**config.mk**
```make
export PLATFORM = sky130hd
export DESIGN_NAME = i2s_sample_tx
export DESIGN_NICKNAME = d
export VERILOG_FILES = /design/src/rtl/i2s_sample_tx_pkg.sv /design/src/rtl/i2s_sample_tx_en_reg.sv /design/src/rtl/i2s_sample_tx.sv
export SDC_FILE = /design/constraint.sdc
export NUM_CORES = 1
export LEC_CHECK = 0
export BUFFER_PORTS_ARGS = -buffer_cell sky130_fd_sc_hd__buf_2
export CAP_MARGIN = 20
export CORE_MARGIN = 1.5
export CORE_UTILIZATION = 57
export CTS_CLUSTER_DIAMETER = 30
export DETAILED_ROUTE_END_ITERATION = 16
export PLACE_DENSITY = 0.84
export SETUP_SLACK_MARGIN = 0.2
export SYNTH_ARGS = -nofsm -noshare
export SYNTH_HDL_FRONTEND = slang
export SYNTH_SLANG_ARGS = --single-unit
```
**constraint.sdc**
```tcl
create_clock -name clk -period 2.1 [get_ports clk]
set_input_delay 0.21 -clock clk [delete_from_list [all_inputs] [get_ports clk]]
set_output_delay 0.21 -clock clk [all_outputs]
set_load 0.02 [all_outputs]
```
**src/rtl/i2s_sample_tx_pkg.sv**
```systemverilog
// rtl/i2s_sample_tx_pkg.sv - shared audio constants: default sample width and FSM state encoding
package i2s_sample_tx_pkg;

  // Default bits per channel sample
  localparam int I2S_DEFAULT_WIDTH = 16;

  // Serializer FSM states
  localparam logic [0:0] ST_IDLE = 1'b0;
  localparam logic [0:0] ST_RUN  = 1'b1;

endpackage

```
**src/rtl/i2s_sample_tx_en_reg.sv**
```systemverilog
// rtl/i2s_sample_tx_en_reg.sv - enabled register with synchronous active-high clear
module i2s_sample_tx_en_reg #(
  parameter int WIDTH = 32
) (
  input  logic             clk,
  input  logic             reset,
  input  logic             en,
  input  logic [WIDTH-1:0] d,
  output logic [WIDTH-1:0] q
);

  // Capture d whenever en is high; clear on reset
  always_ff @(posedge clk) begin
    if (reset) begin
      q <= '0;
    end else if (en) begin
      q <= d;
    end
  end

endmodule

```
**src/rtl/i2s_sample_tx.sv**
```systemverilog
// rtl/i2s_sample_tx.sv - I2S stereo sample serializer; optional sticky underflow flag under I2S_TX_UNDERFLOW_EN
module i2s_sample_tx
  import i2s_sample_tx_pkg::*;
#(
  parameter int WIDTH = I2S_DEFAULT_WIDTH
) (
  input  logic             clk,
  input  logic             reset,
  input  logic             bclk_en,
  input  logic [WIDTH-1:0] l_data,
  input  logic [WIDTH-1:0] r_data,
  input  logic             valid,
  output logic             ready,
  output logic             sdata,
  output logic             lrclk
`ifdef I2S_TX_UNDERFLOW_EN
  ,
  output logic             underflow
`endif
);

  localparam int FW = 2 * WIDTH;
  localparam int CW = $clog2(FW);
  localparam logic [CW-1:0] LAST = CW'(FW - 1);
  localparam logic [CW-1:0] HALF = CW'(WIDTH);

  logic [0:0]    state;
  logic [CW-1:0] count;
  logic [CW-1:0] count_inc;
  logic [FW-1:0] shift;
  logic [FW-1:0] hold_data;
  logic          hold_full;
  logic          accept;
  logic          at_wrap;
  logic          load;
  logic          transfer;

  assign ready     = ~hold_full;
  assign accept    = valid && ready;
  assign count_inc = count + CW'(1);
  assign at_wrap   = (state == ST_RUN) && (count == LAST);
  // A frame boundary: first load out of IDLE, or the wrap tick in RUN
  assign load      = bclk_en && (((state == ST_IDLE) && hold_full) || at_wrap);
  assign transfer  = load && hold_full;

  // Holding register for the next stereo pair, left channel in the upper half
  i2s_sample_tx_en_reg #(
    .WIDTH(FW)
  ) u_hold (
    .clk  (clk),
    .reset(reset),
    .en   (accept),
    .d    ({l_data, r_data}),
    .q    (hold_data)
  );

  // Holding register occupancy; accept and transfer are mutually exclusive
  always_ff @(posedge clk) begin
    if (reset) begin
      hold_full <= 1'b0;
    end else if (accept) begin
      hold_full <= 1'b1;
    end else if (transfer) begin
      hold_full <= 1'b0;
    end
  end

  // Serializer: sdata lags the shift MSB by one tick, giving the I2S one-bit delay
  always_ff @(posedge clk) begin
    if (reset) begin
      state <= ST_IDLE;
      count <= '0;
      shift <= '0;
      sdata <= 1'b0;
      lrclk <= 1'b0;
    end else if (bclk_en) begin
      case (state)
        ST_IDLE: begin
          if (hold_full) begin
            shift <= hold_data;
            count <= '0;
            lrclk <= 1'b0;
            sdata <= 1'b0;
            state <= ST_RUN;
          end
        end
        default: begin
          sdata <= shift[FW-1];
          if (count == LAST) begin
            count <= '0;
            lrclk <= 1'b0;
            shift <= hold_full ? hold_data : '0;
          end else begin
            shift <= {shift[FW-2:0], 1'b0};
            count <= count_inc;
            lrclk <= (count_inc >= HALF);
          end
        end
      endcase
    end
  end

`ifdef I2S_TX_UNDERFLOW_EN
  // Sticky flag: a frame boundary found no pair waiting, so a silent frame goes out
  always_ff @(posedge clk) begin
    if (reset) begin
      underflow <= 1'b0;
    end else if (bclk_en && at_wrap && !hold_full) begin
      underflow <= 1'b1;
    end
  end
`endif

endmodule

```
==> impl_metrics.csv <==
group,metric,value,unit
job,cap_viol_max_count,0,
cts,cts-hold-fix-buffers,0,
outcome,outcome,"complete, no violations",
power_and_ir_drop,leakagePower,1.492,nW
logic_synthesis,ys_seq_elements,72,
global_routing,grt_start_max_net_pins,73,
drt,dr.pass1.iters,4,
drt,vias,2750,
global_routing,grt_pass1_vias,2576,
timing,fin_skew,0.006942,ns
power_and_ir_drop,power_frac_comb,0.089,
placement,dp.cells,482,
cts,root_buffer,"clkbuf_8",
power_and_ir_drop,clkPwrFrac,0.417,
timing,slew_violations,0,
timing,setup_viol,0,
global_routing,grt_pass1_wl,11.28,mm
drt,route.detailed.drc,0,
cts,clkTransAtPathRegs,0.08,ns
setup_path,crit_arrival,2.10,ns
cts,clock_latency,0.34,ns
global_routing,grtUsageMet3,0.05269,
drt,wirelength,6.715,mm
placement,place_congestion,0.7634,
global_routing,grt_usage,0.2398,
cells_and_area,drive_gt1_frac,0.1791,
logic_synthesis,ys_types,25,
setup_path,cp-start-kind,"flop",
die,io_pins,39,
cts,clock_sinks,72,
global_routing,overflow,0,
cts,numCtsBuffers,9,
global_routing,grt.busiest_layer,"met2",
power_and_ir_drop,p_sw,0.6798,mW
global_routing,grtUsageMet2,0.4036,
setup_path,path_max_fanout,9,
logic_synthesis,syn_area_per_cell,7.732,sq um
setup_path,cp-end-kind,"flop",
worst_hold_path,hp-class,"input pin to flop",
logic_synthesis,yosysWarnings,0,
logic_synthesis,syn_inst,396,
drt,routed_via_density,5.500,
setup_path,critical_path_required,2.31,ns
placement,hpwl,3.870,mm
cts,cts_tree,"built",
power_and_ir_drop,ir_drop,0.5786,mV
cells_and_area,stdcell_count,500,
die,rows,26,
die,die_w,76.29,um
power_and_ir_drop,powerDensity,821.8,nW/um^2
power_and_ir_drop,p_seq_frac,0.494,
timing,slew_headroom,0.5022,
drt,drtIter0Drc,191,
timing,fin_crit_sh,0.8996,
logic_synthesis,yosysTopAreaCellShare,0.4708,
die,die_area,5820,sq um
logic_synthesis,yosysTopAreaCell,"dfxtp_1",
timing,min_period,1.889,ns
logic_synthesis,synthTopCellsByArea,"dfxtp_1 47%, nand2_1 12%, a21oi_1 11%, and3_1 6.5%, and2_1 6.3%",
cells_and_area,n_antenna_cell,0,
cts,clock_path_buffers,2,
timing,grt_setup_unrepaired,"no",
global_routing,antenna_found_initial,0,
logic_synthesis,synth_flop_cell,"dfxtp_1",
power_and_ir_drop,p_int,2.237,mW
timing,fmax,0.5293,GHz
timing,setup_tns,0,ns
logic_synthesis,synth_fp_nets,435,
cts,postCtsSetupBuffers,0,
global_routing,grt_use_met1,0.2855,
logic_synthesis,yosysMostFrequentCell,"nand2_1",
logic_synthesis,synth_edf_count,0,
cells_and_area,final_nets,465,
die,die_h,76.29,um
logic_synthesis,synth_commonest_cells,"98 x nand2_1, 72 x dfxtp_1, 70 x a21oi_1, 33 x o21ai_1, 32 x and3_1",
cells_and_area,syn_to_final_growth,15.94,%
drt,antenna_left,0,
die,core_area,5140,sq um
timing,tightest_slew,0.7466,ns
timing,hold_viol,0,
placement,port_buffers,38,
logic_synthesis,netlist_area,3062,sq um
logic_synthesis,seq_area_frac_synth,0.4708,
power_and_ir_drop,p_sw_frac,0.2330,
drt,wl_per_cell,13.43,um
die,initial_utilization,0.5957,
setup_path,critPathKind,"flop to flop",
cts,htree_levels,3,
logic_synthesis,synthArstFlopShare,0,
state kept, by name (all words and copies together) (netlist names):
signal	cells
shift	32
sdata	1
count	4
lrclk	1
state	1
u_hold.q	32
hold_full	1
layout by cell type, fill, tap and decap left out:
cell type and n:
nand2_1 98, dfxtp_1 71, a21oi_1 70, buf_2 41
and2_1 31, and3_1 31, o21ai_1 30, clkbuf_8 11
nor2_1 7, buf_4 7, buf_6 4, o21ai_2 3
a32oi_1 3, ha_1 3, nand2b_1 2, bufinv_16 2
inv_2 1, and3_4 1, and2b_2 1, nand2b_4 1
nand4_1 1, nor2b_2 1, nand2_2 1, nand3_1 1
nor3b_1 1, or4_1 1, nand3b_1 1, nor3_1 1
clkinv_2 1, clkbuf_1 1, dfxtp_2 1, buf_12 1
layout make-up:
type	instances	area, sq um
flip-flops and latches	72	1443
clock inverters	3	65.06
fillers	455	1590
clock buffers	12	155.1
multi-input cells	289	1473
well taps	70	87.58
repair buffers	53	322.8
inverters	1	3.754
through the flow:
| stage | hold slack [ns] | power, mW | area (sq um) | setup slack [ns] | util |
|---|---|---|---|---|---|
| 4_1_cts | 0.09353 | 2.911 | 3505 | 0.2043 | 0.6818 |
| 3_5_place_dp | 0.4422 | 1.716 | 3277 | 0.2849 | 0.6375 |
| 3_3_place_gp | 0.4372 | 1.709 | 3277 | 0.3405 | 0.6375 |
| 2_1_floorplan | 0.3460 | 1.635 | 3062 | 0.4284 | - |
| 5_1_grt | 0.1032 | 3.027 | 3550 | 0.1739 | 0.6906 |
| 6_report | 0.09402 | 2.917 | 3550 | 0.2109 | 0.6906 |
kinds of logic (layout without fill, tap and decap cells):
kind of cell,after synthesis,after routing,synth area share
compound gates,106,106,0.1770
buf+inv,35,69,0.05721
flops,72,72,0.4708
simple gates,180,180,0.2828
fa+ha+maj,3,3,0.01226
per-layer routing:
layer / routed length [um] / share of wire / up-vias
met3: 391 / 0.058 / 13
met1: 2923 / 0.44 / 1280
met4: 115 / 0.017 / 0
met2: 3285 / 0.49 / 77
met5: 0 / 0 / -
li1: - / - / 1380
critical path, stage by stage, from the launching register on:
cell	delay, ns
dfxtp_1	0.36
ha_1	0.21
and3_4	0.20
ha_1	0.16
and2b_2	0.26
buf_6	0.14
and2_1	0.18
o21ai_2	0.15
a21oi_1	0.10
final timing paths:
| check | from | end | slack, ns | cells after the start |
|---|---|---|---|---|
| min | l_data[6] | u_hold.q[22]$_SDFFE_PP0P_ | 0.09 | 3 |
| max reg2reg | count[1]$_SDFFE_PP0P_ | shift[5]$_SDFFE_PP0P_ | 0.21 | 8 |
| max | count[1]$_SDFFE_PP0P_ | shift[5]$_SDFFE_PP0P_ | 0.21 | 8 |
| min reg2reg | shift[15]$_SDFFE_PP0P_ | shift[15]$_SDFFE_PP0P_ | 0.45 | 2 |
repair_timing:
item,CTS,global route
pin swaps,0,1
resized for setup,2,9
cloned,0,3
setup endpoints to repair,1,11
power by group through the flow:
stage | clock network, mW | registers, mW | logic, mW
2_1_floorplan | 0 | 1.46 | 0.174
3_3_place_gp | 0 | 1.47 | 0.240
3_5_place_dp | 0 | 1.47 | 0.245
4_1_cts | 1.22 | 1.44 | 0.249
5_1_grt | 1.29 | 1.45 | 0.290
6_report | 1.22 | 1.44 | 0.259
(Power assumes the default switching activity.)
